<file path="config.mk">
export PLATFORM = sky130hd
export DESIGN_NAME = branch_resolver
export DESIGN_NICKNAME = d
export VERILOG_FILES = /design/src/rtl/br_pkg.sv /design/src/rtl/br_fifo.sv /design/src/rtl/branch_resolver.sv
export SDC_FILE = /design/constraint.sdc
export NUM_CORES = 1
export LEC_CHECK = 0
export CAP_MARGIN = 20
export CORE_AREA = 4 4 162 164
export CTS_CLUSTER_SIZE = 24
export DETAILED_ROUTE_END_ITERATION = 12
export DIE_AREA = 0 0 166 168
export PLACE_DENSITY = 0.72
export SYNTH_ARGS = -nofsm -noshare
export SYNTH_HDL_FRONTEND = slang
export SYNTH_HIERARCHICAL = 1
export SYNTH_SLANG_ARGS = --single-unit
export TNS_END_PERCENT = 5
</file>
<file path="constraint.sdc">
create_clock -name clk_i -period 3.6 [get_ports clk_i]
set_input_delay 0.36 -clock clk_i [delete_from_list [all_inputs] [get_ports clk_i]]
set_output_delay 0.36 -clock clk_i [all_outputs]
set_load 0.01 [all_outputs]
</file>
<file path="src/rtl/br_pkg.sv">
// Shared types and sizing helpers for the branch resolver.
// Entry layout {pred, pc4, tgt} is shared by the resolver and its FIFO.
package br_pkg;

  localparam int BR_DEF_DEPTH  = 4;
  localparam int BR_DEF_ADDR_W = 32;

  // One in-flight predicted branch, most significant field first.
  typedef struct packed {
    logic                     pred;
    logic [BR_DEF_ADDR_W-1:0] pc4;
    logic [BR_DEF_ADDR_W-1:0] tgt;
  } br_entry_t;

  // Bits needed to hold an occupancy count of 0..depth.
  function automatic int br_cnt_w(input int depth);
    return $clog2(depth + 1);
  endfunction

endpackage

</file>
<file path="src/rtl/br_fifo.sv">
// Small circular FIFO holding in-flight branches in program order.
// Head is read combinationally so the resolver can compare with zero latency.
// clear discards all contents and takes priority over push and pop.
module br_fifo
  import br_pkg::*;
#(
  parameter int DEPTH = BR_DEF_DEPTH,
  parameter int WIDTH = 2 * BR_DEF_ADDR_W + 1,
  parameter int CW    = br_cnt_w(DEPTH)
) (
  input  logic             clk_i,
  input  logic             rst_i,
  input  logic             push,
  input  logic [WIDTH-1:0] push_data,
  input  logic             pop,
  input  logic             clear,
  output logic             full,
  output logic             empty,
  output logic [WIDTH-1:0] head,
  output logic [CW-1:0]    count
);

  localparam int PTR_W = $clog2(DEPTH);

  logic [WIDTH-1:0] mem [DEPTH];
  logic [PTR_W-1:0] rd_ptr_reg, wr_ptr_reg;
  logic [CW-1:0]    count_reg;
  logic             push_ok, pop_ok;

  assign full    = (count_reg == CW'(DEPTH));
  assign empty   = (count_reg == '0);
  assign head    = mem[rd_ptr_reg];
  assign count   = count_reg;
  assign push_ok = push && !full && !clear;
  assign pop_ok  = pop && !empty && !clear;

  // Entry storage; contents need no reset because count gates validity.
  always_ff @(posedge clk_i) begin
    if (push_ok) mem[wr_ptr_reg] <= push_data;
  end

  // Pointer and occupancy bookkeeping; pointers wrap naturally.
  always_ff @(posedge clk_i or posedge rst_i) begin
    if (rst_i) begin
      rd_ptr_reg <= '0;
      wr_ptr_reg <= '0;
      count_reg  <= '0;
    end else if (clear) begin
      rd_ptr_reg <= wr_ptr_reg;
      count_reg  <= '0;
    end else begin
      if (push_ok) wr_ptr_reg <= wr_ptr_reg + PTR_W'(1);
      if (pop_ok)  rd_ptr_reg <= rd_ptr_reg + PTR_W'(1);
      count_reg <= count_reg + CW'(push_ok) - CW'(pop_ok);
    end
  end

endmodule

</file>
<file path="src/rtl/branch_resolver.sv">
// Resolves predicted branches against EX outcomes in program order,
// feeds the 2-bit predictor update, and raises flush/redirect on mispredict.
// Optional statistics counters are built when BR_STATS_EN is defined.
module branch_resolver
  import br_pkg::*;
#(
  parameter int DEPTH  = BR_DEF_DEPTH,
  parameter int ADDR_W = BR_DEF_ADDR_W,
  parameter int CNT_W  = 32
) (
  input  logic              clk_i,
  input  logic              rst_i,
  input  logic              issue_valid_i,
  input  logic              issue_pred_i,
  input  logic [ADDR_W-1:0] issue_pc4_i,
  input  logic [ADDR_W-1:0] issue_tgt_i,
  output logic              issue_ready_o,
  input  logic              resolve_valid_i,
  input  logic              resolve_taken_i,
  output logic              update_o,
  output logic              result_o,
  output logic              flush_o,
  output logic [ADDR_W-1:0] redirect_pc_o,
  output logic              err_o,
  output logic [CNT_W-1:0]  br_cnt_o,
  output logic [CNT_W-1:0]  mispred_cnt_o
);

  localparam int ENTRY_W = 2 * ADDR_W + 1;
  localparam int FCNT_W  = br_cnt_w(DEPTH);

  logic               fifo_push, fifo_pop, fifo_clear, fifo_full, fifo_empty;
  logic [ENTRY_W-1:0] fifo_head;
  logic [FCNT_W-1:0]  fifo_count;
  logic               head_pred;
  logic [ADDR_W-1:0]  head_pc4, head_tgt;
  logic               resolve_ok, mispredict;
  logic               err_reg, err_next;

  br_fifo #(
    .DEPTH (DEPTH),
    .WIDTH (ENTRY_W),
    .CW    (FCNT_W)
  ) u_fifo (
    .clk_i     (clk_i),
    .rst_i     (rst_i),
    .push      (fifo_push),
    .push_data ({issue_pred_i, issue_pc4_i, issue_tgt_i}),
    .pop       (fifo_pop),
    .clear     (fifo_clear),
    .full      (fifo_full),
    .empty     (fifo_empty),
    .head      (fifo_head),
    .count     (fifo_count)
  );

  assign head_pred     = fifo_head[ENTRY_W-1];
  assign head_pc4      = fifo_head[2*ADDR_W-1:ADDR_W];
  assign head_tgt      = fifo_head[ADDR_W-1:0];
  // Readiness comes from registered occupancy only, never from a same-cycle pop.
  assign issue_ready_o = (fifo_count != FCNT_W'(DEPTH));
  assign err_o         = err_reg;

  // Zero-latency compare of the head entry with the EX outcome.
  always_comb begin
    resolve_ok    = resolve_valid_i && !fifo_empty;
    mispredict    = 1'b0;
    update_o      = 1'b0;
    result_o      = 1'b0;
    redirect_pc_o = '0;
    if (resolve_ok) begin
      mispredict    = (head_pred != resolve_taken_i);
      update_o      = 1'b1;
      result_o      = resolve_taken_i;
      redirect_pc_o = resolve_taken_i ? head_tgt : head_pc4;
    end
    flush_o    = mispredict;
    fifo_pop   = resolve_ok;
    fifo_clear = mispredict;
    // A same-cycle issue on a mispredict is wrong-path and is dropped.
    fifo_push  = issue_valid_i && issue_ready_o && !mispredict;
    // Resolving nothing, or issuing into a full FIFO, is a protocol error;
    // the full-drop on a mispredict cycle is expected and not flagged.
    err_next   = err_reg
               | (resolve_valid_i && fifo_empty)
               | (issue_valid_i && fifo_full && !mispredict);
  end

  // Sticky error flag, cleared only by reset.
  always_ff @(posedge clk_i or posedge rst_i) begin
    if (rst_i) err_reg <= 1'b0;
    else       err_reg <= err_next;
  end

`ifdef BR_STATS_EN
  logic [CNT_W-1:0] br_cnt_reg, mispred_cnt_reg;

  // Resolved-branch and mispredict counters, wrapping modulo 2^CNT_W.
  always_ff @(posedge clk_i or posedge rst_i) begin
    if (rst_i) begin
      br_cnt_reg      <= '0;
      mispred_cnt_reg <= '0;
    end else begin
      if (resolve_ok) br_cnt_reg      <= br_cnt_reg + CNT_W'(1);
      if (mispredict) mispred_cnt_reg <= mispred_cnt_reg + CNT_W'(1);
    end
  end

  assign br_cnt_o      = br_cnt_reg;
  assign mispred_cnt_o = mispred_cnt_reg;
`else
  assign br_cnt_o      = '0;
  assign mispred_cnt_o = '0;
`endif

endmodule

</file>
== Word level (Yosys, flattened, before mapping) ==
Memories as Yosys holds them, arrays and structs flattened.
Index checks and enable logic that the tools add are counted.

* Word-level logic and storage cells: 41
* Input port bits: 70
* Memory bits (writable): 260
* Bits in registers: 8
* Bits in read-only memories: 0
* Latch bits: 0
* Memories: 1
* Output and inout bits: 101

{| class="wikitable"
|+ Memory list
! memory !! depth !! bits a word !! read ports !! clocked after Yosys merged registers in !! write ports !! RTL line !! source
|-
| u_fifo.mem || 4 || 65 || 1 || 0 || 1 || br_fifo.sv:25 || <nowiki>logic [WIDTH-1:0] mem [DEPTH];</nowiki>
|}

* Mux-type cells: 10
* $add $sub $neg: 4
* Multipliers: 0
* Divide/modulo/power cells: 0
* Shifts and indexed selects: 0
* Magnitude comparators: 0
* Bitwise logic cells: 3
* Reductions and logical operators: 16
* Equality and inequality tests: 3

{| class="wikitable"
|+ Operators by type and width
! operator !! count
|-
| $mux W32 || 2
|-
| $logic_and A1 B1 Y1 || 10
|-
| $mux W1 || 5
|-
| $add A2 B1 Y2 const B || 2
|-
| $mux W2 || 2
|-
| $add A3 B1 Y3 || 1
|-
| $eq A3 B3 Y1 const B || 1
|-
| $logic_not A1 Y1 || 3
|-
| $logic_not A3 Y1 || 1
|-
| $mux W3 || 1
|-
| $ne A3 B3 Y1 const B || 1
|-
| $sub A3 B1 Y3 || 1
|-
| $or A1 B1 Y1 || 2
|-
| $reduce_and A2 Y1 || 1
|-
| $reduce_bool A2 Y1 || 1
|-
| $ne A1 B1 Y1 || 1
|-
| $not A1 Y1 || 1
|}

== Depth between registers and ports, before layout ==
Gate-level depths: netlist of run 1.

* Depth after elaboration: 11
* Mapped depth: 15
* Gate-level depth less buffers: 13

== Cells and area by module ==
The synthesis of run 1 kept the hierarchy.

{| class="wikitable"
|+ Modules (own cells, without submodules)
! module !! times used !! cells an instance !! area each (sq um) !! seq. area each (sq um)
|-
| br_fifo || 1 || 384 || 9882.0 || 7982.7
|-
| branch_resolver || 1 || 152 || 1151.1 || 25.0
|}

== Worst setup path before layout of run 1 ==
No wires, ideal clock.

* Kind: flip-flop to flip-flop
* From: reg u_fifo.rd_ptr_reg[0]
* To: mem u_fifo/mem[2][0] (netlist bit), enable pin
* Path slack: -0.387 ns
* Required time: 3.170 ns
* Period minus slack after synthesis: 3.987 ns
* Buffers on the path: 3
* Cell stages (with the launch flop): 9
* Arrival: 3.557 ns
* Setup time: 0.430 ns
* Cell sequence: dfrtp_1 > buf_6 > buf_12 > mux4_2 > xor2_2 > and2_1 > clkbuf_1 > nor3b_4 > and2_1

* Word-level cells in the longest chain between the ends: 9

{| class="wikitable"
|+ RTL lines
! item !! RTL line !! source
|-
| start: declaration || br_fifo.sv:26 || <nowiki>logic [PTR_W-1:0] rd_ptr_reg, wr_ptr_reg;</nowiki>
|-
| start signal: assignment || br_fifo.sv:49 || <nowiki>rd_ptr_reg <= wr_ptr_reg;</nowiki>
|-
| start signal: assignment || br_fifo.sv:53 || <nowiki>if (pop_ok) rd_ptr_reg <= rd_ptr_reg + PTR_W'(1);</nowiki>
|-
| $mem_v2 Z4 W65 (*) || - ||
|-
| named net fifo_head[64] || branch_resolver.sv:33 || <nowiki>logic [ENTRY_W-1:0] fifo_head;</nowiki>
|-
| $ne A1 B1 Y1 (*) || branch_resolver.sv:72 || <nowiki>mispredict = (head_pred != resolve_taken_i);</nowiki>
|-
| $mux W1 (*) || branch_resolver.sv:71 || <nowiki>if (resolve_ok) begin</nowiki>
|-
| named net flush_o || branch_resolver.sv:22 || <nowiki>output logic flush_o,</nowiki>
|-
| $logic_not A1 Y1 (*) || br_fifo.sv:34, branch_resolver.sv:81 ||
|-
| $logic_and A1 B1 Y1 || branch_resolver.sv:81 || <nowiki>fifo_push = issue_valid_i && issue_ready_o && !mispredict;</nowiki>
|-
| $logic_and A1 B1 Y1 || br_fifo.sv:34 || <nowiki>assign push_ok = push && !full && !clear;</nowiki>
|-
| $logic_and A1 B1 Y1 (*) || br_fifo.sv:34 ||
|-
| $mux W1 (*) || br_fifo.sv:39 || <nowiki>if (push_ok) mem[wr_ptr_reg] <= push_data;</nowiki>
|-
| $mux W1 (implied by the code) (*) || br_fifo.sv:39 ||
|-
| end: declaration || br_fifo.sv:25 ||
|}

Mark *: on every way through the listed nets, which the timed path passes. The rest lies on a longest branch.

== Final worst setup path of run 1 ==
* From: reg u_fifo.rd_ptr_reg[0]
* To: reg u_fifo.count_reg[2] (netlist: u_fifo/count[2])

* Word-level cells in the longest chain between the ends: 10
* Elaborated cells on any way between the ends: 11
* Classes of those cells: 2 x add/sub; 1 x eq/ne; 2 x mux; 5 x reduce/logical; 1 x memory

{| class="wikitable"
|+ RTL lines
! item !! RTL line !! source
|-
| $mem_v2 Z4 W65 (*) || - ||
|-
| named net fifo_head[64] || branch_resolver.sv:33 ||
|-
| $ne A1 B1 Y1 (*) || branch_resolver.sv:72 ||
|-
| $mux W1 (*) || branch_resolver.sv:71 ||
|-
| $logic_not A1 Y1 || br_fifo.sv:34, br_fifo.sv:35, branch_resolver.sv:81 ||
|-
| $logic_and A1 B1 Y1 || branch_resolver.sv:81 ||
|-
| $logic_and A1 B1 Y1 (2 in a row) || br_fifo.sv:34 ||
|-
| $add A3 B1 Y3 || br_fifo.sv:54 || <nowiki>count_reg <= count_reg + CW'(push_ok) - CW'(pop_ok);</nowiki>
|-
| $sub A3 B1 Y3 || br_fifo.sv:54 ||
|-
| $mux W3 (*) || br_fifo.sv:48 || <nowiki>end else if (clear) begin</nowiki>
|-
| end signal: assignment || br_fifo.sv:54 ||
|-
| end: declaration || br_fifo.sv:27 || <nowiki>logic [CW-1:0] count_reg;</nowiki>
|}

Marked as above.
A chain may end at the register's enable or synchronous reset.

==> results_dict.tcl, run 1 <==
set metrics [dict create \
    status "completed" \
    whs_path_depth 3 \
    reg2reg_to "u_fifo/count[2]" \
    synth_edf_count 260 \
    ioPinCount 171 \
    ys_seq_elements 268 \
    hold_ws_ns 0.364 \
    htree_levels 1 \
    worstHoldEndpoint "err_o" \
    die_w_um 166 \
    yosysWarnings 6 \
    final_nets 736 \
    endpoint_kind "register" \
    clk_pin_slew_worst_paths_ns 0.06 \
    power_leakage_nw 4.39 \
    first_pass_iters 5 \
    n_antenna_cell 0 \
    yosysUniqueCellTypes 33 \
    ys_async_sr_fraction_pct 2.99 \
    cts.sinks 268 \
    fin_crit_sh_pct 90.9 \
    placed_cell_area_um2 12200 \
    drt_iter0_markers 274 \
    drc 0 \
    rrSetupSlack_ns 0.33 \
    tightest_slew_ns 0.950 \
    grt_pass1_vias 5548 \
    arrival_ns 3.66 \
    crit_required_ns 3.99 \
    wire_per_inst_um 19.8 \
    die_h_um 168 \
    syn_area_per_cell_um2 20.6 \
    fin_area_um2 13000 \
    p_per_area_nw_per_um2 738 \
    switching_share_pct 27.6 \
    p_int_w 0.00695 \
    clkPwrFrac_pct 26.7 \
    floorplan.initialDensity_pct 44.3 \
    synth-main-ff-cell "edfxtp_1" \
    gr-usage-all-layers_pct 14.1 \
    grt_max_degree 67 \
    postCtsHoldBufs 1 \
    ant_nets 0 \
    grt_overflow_total 0 \
    irDropWorstVdd_mv 0.591 \
    cp-start-kind "register" \
    yosys.area.top_type "edfxtp_1" \
    r2r_cells 12 \
    p_sw_w 0.00265 \
    rows 58 \
    cts_tree "done" \
    die_area_um2 27900 \
    vias 5099 \
    skew_ns 0.00820 \
    fmax_mhz 306 \
    min_path_type "input pin to register" \
    pwr-share-comb_pct 29.7 \
    ys_seq_area_share_pct 72.6 \
    r2r_start "u_fifo/rd_ptr_reg[0]" \
    period_needed_ns 3.27 \
    syn_to_final_growth_pct 17.8 \
    grt_pass1_wl_um 31100 \
    seqPwrFrac_pct 43.5 \
    port_buffers 106 \
    post_cts_resized 0 \
    largest_reg_flops 260 \
    maxCapViolations 0 \
    syn-cell-area_um2 11000 \
    critPathMaxFanout 10 \
    numCtsBuffers 27 \
    hold_start "resolve_taken_i" \
    slew_headroom_pct 36.7 \
    via_per_inst 5.06 \
    clockBufferDepth 3 \
    wl_um 20000 \
    synthCells 536 \
    tns_ns 0 \
    root_buffer "clkbuf_16" \
    criticalPathCategory "register to register" \
    hold_violations 0 \
    utilization_pct 52.2 \
    drive_above_1_share_pct 19.1 \
    fp.coreArea_um2 24900 \
    gp_congestion 0.753 \
    drv_slew 0 \
    finalSetupViolations 0 \
    dp_hpwl_um 12300 \
    synthTopCellsByArea "edfxtp_1, mux4_2, buf_4" \
    cts_setup_buffers 0 \
    rsz0062_at_grt "false" \
    yosys.area.top_type_share_pct 70.8 \
    clk_latency_ns 0.52 \
    grt_antenna_before_repair 0 \
]
## cell usage after synthesis (2+ instances only)
| cell type | number |
|---|---|
| xnor2_1 | 2 |
| mux2i_1 | 32 |
| nor2_1 | 36 |
| dfrtp_1 | 8 |
| buf_12 | 7 |
| buf_6 | 4 |
| o21ai_0 | 2 |
| inv_1 | 8 |
| edfxtp_1 | 260 |
| and2_1 | 6 |
| xor2_1 | 3 |
| nand2_1 | 4 |
| buf_2 | 5 |
| buf_4 | 69 |
| clkbuf_1 | 3 |
| mux4_2 | 65 |
| ha_1 | 6 |
## through the flow
step,total power (W),worst slack [ns],instances
2_1_floorplan,0.00630,-0.387,599
5_1_grt,0.0101,0.164,1007
3_3_place_gp,0.00703,0.532,959
4_1_cts,0.00973,0.283,1007
6_report,0.00959,0.328,1007
3_5_place_dp,0.00715,0.438,959
## how the worst max path moves through the flow
stage                              start                end  slack, ns  cells past startpoint
floorplan           u_fifo/rd_ptr_reg[0]   u_fifo/mem[3][0]      -0.39                      8
global placement    u_fifo/rd_ptr_reg[0]    u_fifo/count[2]       0.53                     12
detailed placement  u_fifo/rd_ptr_reg[0]    u_fifo/count[2]       0.44                     12
CTS                 u_fifo/rd_ptr_reg[1]  redirect_pc_o[30]       0.28                      5
global route        u_fifo/rd_ptr_reg[0]    u_fifo/count[2]       0.16                     12
finish              u_fifo/rd_ptr_reg[0]    u_fifo/count[2]       0.33                     12
## per-layer routing
metal  GRT usage, %  routed length, um
met1           18.3               8370
met2           24.6               9920
met3           3.24               1270
met4           3.44                403
met5              0                  0
## cell families (layout without fill, tap and decap cells)
group           Yosys count  after routing  synth area share (%)
flops                   268            268                  72.6
mux                      98             98                  16.3
buf+inv                  97            175                  7.01
simple gates             52             52                  2.21
fa+ha+maj                 7              7                 0.862
compound gates            7              7                 0.488
xor+xnor                  6              6                 0.544
other cells               1             64                0.0340
## placed cells by master, fill, tap and decap left out, types with 2 or more instances in the layout
cell	Yosys	layout
edfxtp_1	260	260
clkdlybuf4s50_1	0	105
mux4_2	65	65
conb_1	1	64
nor2_1	36	36
mux2i_1	32	32
clkbuf_16	0	27
inv_1	8	8
clkinv_2	0	7
buf_4	69	7
clkinv_1	0	6
dfrtp_1	8	6
ha_1	6	6
buf_12	7	5
nand2_1	4	4
and2_4	0	4
clkbuf_1	3	3
xor2_1	3	3
and2_1	6	2
bufinv_16	0	2
xnor2_1	2	2
o21ai_0	2	2
## area by class of cell
cell class,count,area (um2)
clock buffer,30,687
timing repair buffer,119,1220
clock inverter,17,134
inverter,9,33.8
fill,1956,11900
tap,330,413
sequential,268,8010
multi-input combinational,234,2500
## power by group through the flow
stage	registers (W)	clock network [W]	logic, W
3_3_place_gp	0.00420	0	0.00283
4_1_cts	0.00419	0.00262	0.00292
3_5_place_dp	0.00425	0	0.00290
6_report	0.00418	0.00256	0.00285
5_1_grt	0.00422	0.00277	0.00311
2_1_floorplan	0.00421	0	0.00209
## worst max-delay path, stage by stage (launching register included)
cell and delay, ns:
dfrtp_4 0.44, mux4_2 0.53, xor2_2 0.19, and2_1 0.29
nor3b_4 0.39, inv_1 0.11, ha_1 0.30, inv_1 0.07
ha_1 0.14, inv_1 0.06, fa_1 0.40, xnor2_1 0.18
nor2_1 0.06
Note: power is estimated with default switching activity, not from simulation.
==> run 2, diff against run 1 <==
--- a/config.mk
+++ b/config.mk
@@ -11,6 +11,7 @@
 export DETAILED_ROUTE_END_ITERATION = 12
 export DIE_AREA = 0 0 166 168
 export PLACE_DENSITY = 0.72
+export SKIP_CTS_REPAIR_TIMING = 1
 export SYNTH_ARGS = -nofsm -noshare
 export SYNTH_HDL_FRONTEND = slang
 export SYNTH_HIERARCHICAL = 1
==> results_dict.tcl, run 2 (synthesis results as in run 1) <==
set metrics [dict create \
    status "completed" \
    route.met2.wl_um 9920 \
    grt_pass1_vias 5532 \
    via_per_inst 5.05 \
    drt_iter0_markers 299 \
    route.layer.met1.wl_um 8340 \
    skew_ns 0.00945 \
    die_area_um2 27900 \
    final_nets 736 \
    vias 5090 \
    cp-start-kind "register" \
    largest_reg_flops 260 \
    min_path_type "input pin to register" \
    cts_tree "done" \
    fillerInstances 1956 \
    fp.coreArea_um2 24900 \
    crit_chain "mux4_2 > xor2_2 > and2_1 > nor3b_4 > inv_1 > ha_1 > inv_1 > ha_1 > inv_1 > fa_1 > xnor2_1 > nor2_1" \
    crit_top_cell "inv_1" \
    grt_antenna_before_repair 0 \
    endpoint_kind "register" \
    ioPinCount 171 \
    grt_overflow_total 0 \
    cp_slowest_stage_delay_ns 0.53 \
    grt_max_degree 67 \
    wire_per_inst_um 19.8 \
    port_buffers 106 \
    rows 58 \
    finalPower_w 0.00959 \
    gr-usage-all-layers_pct 14.1 \
    drv_slew 0 \
    drc 0 \
    dp_hpwl_um 12300 \
    maxUsedRoutingLayer "met4" \
    grt_pass1_wl_um 31100 \
    finalSetupViolations 0 \
    rsz0062_at_grt "false" \
    die_h_um 168 \
    first_pass_iters 5 \
    worst_path_max_delay_cell "mux4_2" \
    drive_above_1_share_pct 19.1 \
    wl_met3_um 1310 \
    tns_ns 0 \
    root_buffer "clkbuf_16" \
    die_w_um 166 \
    syn_to_final_growth_pct 17.8 \
    critPathMaxFanout 10 \
    slew_headroom_pct 37.0 \
    layout_commonest_cell "edfxtp_1" \
    final_cell_mix "edfxtp_1, clkdlybuf4s50_1, mux4_2" \
    ant_nets 0 \
    maxCapViolations 0 \
    placed_cells 959 \
    wl_um 19900 \
    criticalPathCategory "register to register" \
    htree_levels 1 \
    floorplan.initialDensity_pct 44.3 \
    arrival_ns 3.67 \
    n_antenna_cell 0 \
    fmax_mhz 305 \
    clk_latency_ns 0.51 \
    clockBufferDepth 3 \
    gp_congestion 0.753 \
    numCtsBuffers 27 \
    p_per_area_nw_per_um2 738 \
    power_leakage_nw 4.39 \
    period_needed_ns 3.28 \
    tightest_slew_ns 0.945 \
    cts.sinks 268 \
    irDropWorstVdd_mv 0.589 \
    fin_crit_sh_pct 91.1 \
    hold_violations 0 \
    clk_pin_slew_worst_paths_ns 0.06 \
    crit_required_ns 3.99 \
    utilization_pct 52.2 \
    instances_no_fill 1007 \
]
-- run 2: cell counts in the layout (fill, tap and decap cells not counted) --
Identical to the previous run, type by type.
-- run 2: final cells by class --
| class | instances | area (um2) | area share (%) |
|---|---|---|---|
| Timing Repair Buffer | 119 | 1220 | 9.37 |
| Clock inverter | 17 | 134 | 1.03 |
| Multi-Input combinational cell | 234 | 2500 | 19.2 |
| Clock buffer | 30 | 687 | 5.28 |
| Sequential cell | 268 | 8010 | 61.6 |
| Tap cell | 330 | 413 | 3.18 |
| Inverter | 9 | 33.8 | 0.260 |
-- run 2: critical path, delay by kind of cell, from the launching register on --
family	cells	cell delay (ns)
adder cells (fa/ha/maj)	3	0.84
AND/OR/NAND/NOR	3	0.74
multiplexers	1	0.53
flip-flops	1	0.44
XOR/XNOR	2	0.37
buffers and inverters	3	0.24
-- run 2: stage by stage --
stage,instance area [um2],setup slack [ns],hold slack [ns]
6_report,13000,0.321,0.363
5_1_grt,13000,0.164,0.366
4_1_cts,13000,0.283,-0.0109
3_5_place_dp,12200,0.438,0.509
3_3_place_gp,12200,0.532,0.511
2_1_floorplan,11300,-0.387,0.0887
-- run 2: layer usage --
layer,GRT usage [%],vias up
met3,3.22,32
met4,3.30,0
li1,-,2245
met1,18.3,2625
met5,0,-
met2,24.6,188
-- run 2: path summary, 6_finish.rpt --
path / start / to / slack (ns) / cells after the start
worst max-delay path: u_fifo/rd_ptr_reg[0] / u_fifo/count[2] / 0.32 / 12
worst min-delay path: resolve_taken_i / err_o / 0.36 / 3
worst max register to register: u_fifo/rd_ptr_reg[0] / u_fifo/count[2] / 0.32 / 12
worst min register to register: err_o / err_o / 0.53 / 2
max in group asynchronous: rst_i / u_fifo/rd_ptr_reg[0] / 2.67 / 3
min in group asynchronous: rst_i / err_o / 0.57 / 3
-- run 2: power breakdown --
group | switching [W] | internal [W]
logic | 0.00143 | 0.00142
clock network | 0.00106 | 0.00151
registers | 0.000154 | 0.00402
total | 0.00264 | 0.00695
==> run 3, diff against run 2 <==
--- a/config.mk
+++ b/config.mk
@@ -10,6 +10,7 @@
 export CTS_CLUSTER_SIZE = 24
 export DETAILED_ROUTE_END_ITERATION = 12
 export DIE_AREA = 0 0 166 168
+export GPL_TIMING_DRIVEN = 0
 export PLACE_DENSITY = 0.72
 export SKIP_CTS_REPAIR_TIMING = 1
 export SYNTH_ARGS = -nofsm -noshare
==> results_dict.tcl, run 3 (synthesis results as in run 1) <==
set metrics [dict create \
    status "completed" \
    numCtsBuffers 26 \
    maxCapViolations 0 \
    min_path_type "input pin to asynchronous set/reset pin" \
    finalSetupViolations 0 \
    die_area_um2 27900 \
    utilization_pct 54.8 \
    vias 5276 \
    fillerInstances 1923 \
    grt_max_degree 47 \
    root_buffer "clkbuf_16" \
    via_per_inst 4.87 \
    final_nets 813 \
    crit_required_ns 3.24 \
    critPathMaxFanout 10 \
    grt_pass1_vias 5741 \
    pwr-share-comb_pct 31.9 \
    layout_commonest_cell "edfxtp_1" \
    irDropWorstVdd_mv 0.541 \
    rsz0062_at_grt "false" \
    clk_pin_slew_worst_paths_ns 0.06 \
    cp-start-kind "register" \
    switching_share_pct 28.0 \
    gr-usage-all-layers_pct 15.1 \
    power_leakage_nw 4.81 \
    r2r_cells 13 \
    die_h_um 168 \
    fp.coreArea_um2 24900 \
    p_sw_w 0.00274 \
    largest_reg_flops 260 \
    endpoint_kind "primary output" \
    ioPinCount 171 \
    drt_iter0_markers 269 \
    clkPwrFrac_pct 25.5 \
    p_int_w 0.00705 \
    r2r_start "u_fifo/rd_ptr_reg[0]" \
    seqPwrFrac_pct 42.6 \
    grt_pass1_wl_um 32900 \
    slew_headroom_pct 47.4 \
    syn_to_final_growth_pct 23.6 \
    dp_hpwl_um 13800 \
    cts_tree "done" \
    clk_latency_ns 0.52 \
    drive_above_1_share_pct 26.4 \
    wl_um 21200 \
    skew_ns 0.0127 \
    port_buffers 105 \
    cts.sinks 268 \
    grt_overflow_total 0 \
    gp_congestion 0.746 \
    period_needed_ns 3.34 \
    grt_antenna_before_repair 0 \
    wire_per_inst_um 19.6 \
    drc 0 \
    rows 58 \
    ant_nets 0 \
    fmax_mhz 299 \
    criticalPathCategory "register to primary output" \
    tightest_slew_ns 0.789 \
    final_cell_mix "edfxtp_1, clkdlybuf4s50_1, buf_4" \
    floorplan.initialDensity_pct 44.3 \
    reg2reg_to "u_fifo/count[2]" \
    arrival_ns 2.98 \
    hold_violations 0 \
    drv_slew 0 \
    placed_cell_area_um2 12800 \
    first_pass_iters 4 \
    die_w_um 166 \
    rrSetupSlack_ns 0.33 \
    clockBufferDepth 3 \
    fin_area_um2 13600 \
    htree_levels 1 \
    fin_crit_sh_pct 92.9 \
    p_per_area_nw_per_um2 718 \
]
==> run 3: changes by cell type in the layout (fill, tap and decap cells not counted), moves of 2 or more <==
| cell | change |
|---|---|
| buf_12 | +3 |
| buf_2 | +4 |
| clkinv_2 | -3 |
| buf_4 | +63 |
| dfrtp_1 | +2 |
| buf_6 | +4 |
| clkbuf_1 | +5 |
| buf_16 | +3 |
==> run 3: power groups by stage <==
stage / clock network [W] / registers [W] / logic (W)
6_report: 0.00249 / 0.00417 / 0.00313
4_1_cts: 0.00256 / 0.00417 / 0.00320
3_5_place_dp: 0 / 0.00424 / 0.00318
5_1_grt: 0.00270 / 0.00421 / 0.00340
2_1_floorplan: 0 / 0.00421 / 0.00209
3_3_place_gp: 0 / 0.00425 / 0.00302
==> run 3: critical path, stage by stage (launching register included) <==
cell and delay [ns]:
dfrtp_1 0.34, buf_6 0.12, buf_12 0.16, mux4_2 0.53, xor2_2 0.24, and2_1 0.46, clkdlybuf4s50_1 0.63
==> run 3: how the worst max path moves through the flow <==
| stage | startpoint | end | slack, ns | cells past startpoint |
|---|---|---|---|---|
| final | u_fifo/rd_ptr_reg[0] | flush_o | 0.26 | 6 |
| after global routing | u_fifo/rd_ptr_reg[0] | flush_o | 0.13 | 6 |
| after CTS | u_fifo/rd_ptr_reg[0] | u_fifo/count[2] | 0.01 | 15 |
| after detailed placement | u_fifo/rd_ptr_reg[0] | u_fifo/count[2] | 0.03 | 15 |
| after global placement | u_fifo/rd_ptr_reg[0] | u_fifo/mem[3][26] | -1.68 | 8 |
| after floorplan | u_fifo/rd_ptr_reg[0] | u_fifo/mem[3][0] | -0.39 | 8 |
==> run 3: final cells by class <==
cell class | instances | area, um2 | area share, %
multi-input cells | 234 | 2500 | 18.3
repair buffers | 110 | 1160 | 8.52
flip-flops and latches | 268 | 8010 | 58.7
clock buffers | 33 | 698 | 5.12
clock inverters | 12 | 85.1 | 0.624
inverters | 9 | 33.8 | 0.248
well taps | 330 | 413 | 3.03
plain buffers | 87 | 736 | 5.40
diodes | 1 | 2.50 | 0.0184
==> run 3: per-layer routing <==
layer	global-route usage, %	share of wire, %	vias to the layer above
met1	20.3	41	2658
met4	3.66	1.8	0
met2	25.7	50	192
li1	-	-	2394
met3	3.24	7.1	32
met5	0	0	-
==> run 3: per-stage QoR <==
| step | setup slack [ns] | std cells | hold WS (ns) | total power [W] | setup TNS, ns |
|---|---|---|---|---|---|
| floorplan | -0.387 | 599 | 0.0887 | 0.00630 | -75.51 |
| global placement | -1.68 | 1034 | 0.515 | 0.00727 | -354.68 |
| detailed placement | 0.0274 | 1038 | 0.526 | 0.00742 | 0 |
| CTS | 0.0110 | 1083 | 0.0182 | 0.00993 | 0 |
| global route | 0.130 | 1083 | 0.0262 | 0.0103 | 0 |
| finish | 0.255 | 1084 | 0.0343 | 0.00979 | 0 |
==> edit, RTL diff (settings of run 1) <==
Set the package constant `BR_DEF_ADDR_W` to 28 (it was 32).
--- a/src/rtl/br_pkg.sv
+++ b/src/rtl/br_pkg.sv
@@ -3,7 +3,7 @@
 package br_pkg;
 
   localparam int BR_DEF_DEPTH  = 4;
-  localparam int BR_DEF_ADDR_W = 32;
+  localparam int BR_DEF_ADDR_W = 28;
 
   // One in-flight predicted branch, most significant field first.
   typedef struct packed {
Interface: changed (resized issue_pc4_i, issue_tgt_i and redirect_pc_o); port bits go from 171 to 159. No check against the original RTL was run, so the function may have changed too.
==> edit against run 1 <==
Total power down 10%; non-clock buffer count down 12; area after synthesis down 12%; setup slack better by 0.043 ns; combinational power down 11%; routed wire length down 11%; hold slack worse by 0.083 ns; count of clock-buffer cells in the layout down 2; critical path type unchanged; sequential power down 12%; synthesized cell count down 9.5%; sequential cell count down 32; design area down 11%.
==> edit: results <==
[placed_design]
dpl.cell_count = 899
place_congestion = 0.771
io_buffers = 94
hpwl_um = 11200

[global_route]
grt_pass1_vias = 4765
antenna_found_initial = 0
grt_pass1_wl_um = 27600
grt_max_degree = 59
grtUsageTotal_pct = 12.5

[finish]
layout-drive-gt1-share_pct = 18.9
fin_nets = 665
antenna_cells = 0
largest_register_ffs = 228

[routing]
first_pass_iters = 4
top_layer_used = met4
vias = 4509
wl_met3_um = 956
wl_per_cell_um = 18.8
drt_wl_total_um = 17700
dr_wl_met2_um = 9160
drt_iter0_markers = 296
drt-met1-wl_um = 7250

[synthesis]
synth_commonest_cells = 228 x edfxtp_1, 69 x buf_4, 57 x mux4_2
ys_seq_area_share_pct = 72.3
synth-main-ff-cell = edfxtp_1
yosys_warnings = 6
async_reset_ff_share_pct = 3.39
synthCells = 485
ys_top_cells_by_area = edfxtp_1 70%, mux4_2 13%, buf_4 5.3%, mux2i_1 2.9%, dfrtp_1 2.1%
yosys.cell_types.count = 32
synth_edf_count = 228

[sta]
skew_ns = 0.0141
whs_ns = 0.281
maxSlewHeadroom_pct = 43.4

[clocking]
h-tree-depth = 1
cts-root-buf = clkbuf_16
numCtsBuffers = 24
clkLatencyLatePin_ns = 0.51
cts-resized-gates = 0
cts_buffer_depth = 3
cts.reportedPaths.clkPinSlew_ns = 0.06

[power_and_ir_drop]
max-vdd-ir-drop_uv = 427
leakage_nw = 3.94

[setup_path]
reg2reg_to = u_fifo/count[2]
crit_path_max_fanout = 10
reg2reg_depth = 12
rr_startpoint = u_fifo/rd_ptr_reg[0]
reg2reg_slack_ns = 0.37
cp.arrival_ns = 3.60

[worst_hold_path]
hold_path.class = in2reg
min_from = resolve_taken_i
hold_path_depth = 3
whs_endpoint = err_o

[run_status]
outcome = finished, final reports clean
==> edit: cell types whose count changed in the layout (fill, tap and decap cells not counted), moves of 2 or more <==
cell and delta:
mux4_2 -8, clkbuf_16 -3, clkdlybuf4s50_1 -12, nor2_1 -4, mux2i_1 -4, edfxtp_1 -32
clkinv_2 -2, clkinv_1 -2
==> edit: worst max-delay path by stage <==
stage          slack (ns)          endpoint                  from  cells past startpoint
2_1_floorplan       -0.17  u_fifo/mem[3][0]  u_fifo/rd_ptr_reg[0]                      8
3_3_place_gp         0.52   u_fifo/count[2]  u_fifo/rd_ptr_reg[0]                     12
3_5_place_dp         0.39   u_fifo/count[2]  u_fifo/rd_ptr_reg[0]                     12
4_1_cts              0.36  redirect_pc_o[1]  u_fifo/rd_ptr_reg[1]                      5
5_1_grt              0.21   u_fifo/count[2]  u_fifo/rd_ptr_reg[0]                     12
6_report             0.37   u_fifo/count[2]  u_fifo/rd_ptr_reg[0]                     12
==> edit: repair_timing <==
item	CTS	global route
buffers inserted	0	0
hold endpoints to repair	1	0
hold buffers	1	0
==> edit: where the power goes <==
part           internal, mW  switching, mW  leakage (nW)
clock                  1.44          0.971         0.380
sequential             3.54          0.137          2.16
combinational          1.27           1.26          1.40
==> edit: area by class of cell <==
cell class | instances | area, um^2
multi-input cells | 218 | 2250
clock buffers | 28 | 616
flip-flops and latches | 236 | 7050
fillers | 2055 | 13300
well taps | 330 | 413
clock inverters | 16 | 170
repair buffers | 107 | 1100
inverters | 9 | 33.8
==> edit: cells by family after synthesis <==
| logic type | after synthesis | share of synthesized area (%) |
|---|---|---|
| buf+inv | 94 | 7.17 |
| simple gates | 48 | 2.35 |
| xor+xnor | 6 | 0.539 |
| compound gates | 7 | 0.488 |
| fa+ha+maj | 7 | 0.975 |
| mux | 86 | 16.2 |
| flops | 236 | 72.3 |
| other cells | 1 | 0.0385 |
==> edit: worst max-delay path, stage by stage (launching register included) <==
cell and delay, ns:
dfrtp_4 0.43, mux4_2 0.51, xor2_1 0.18, and2_1 0.31
nor3b_4 0.45, inv_1 0.08, ha_1 0.28, inv_1 0.06
ha_1 0.13, inv_1 0.05, fa_1 0.37, xnor2_1 0.18
nor2_1 0.06
==> edit: stage by stage <==
step           setup WS [ns]  area [um^2]  utilization, %  power, mW
2_1_floorplan         -0.172         9990               -       5.53
3_3_place_gp           0.516        10800            43.5       6.25
3_5_place_dp           0.392        10800            43.5       6.34
4_1_cts                0.362        11600            46.7       8.78
5_1_grt                0.213        11600            46.7       9.09
6_report               0.372        11600            46.7       8.62
==> edit: layer usage <==
| metal | vias up | global-route usage, % |
|---|---|---|
| li1 | 2002 | - |
| met1 | 2319 | 16.4 |
| met2 | 165 | 22.0 |
| met3 | 23 | 2.14 |
| met4 | 0 | 3.16 |
| met5 | - | 0 |
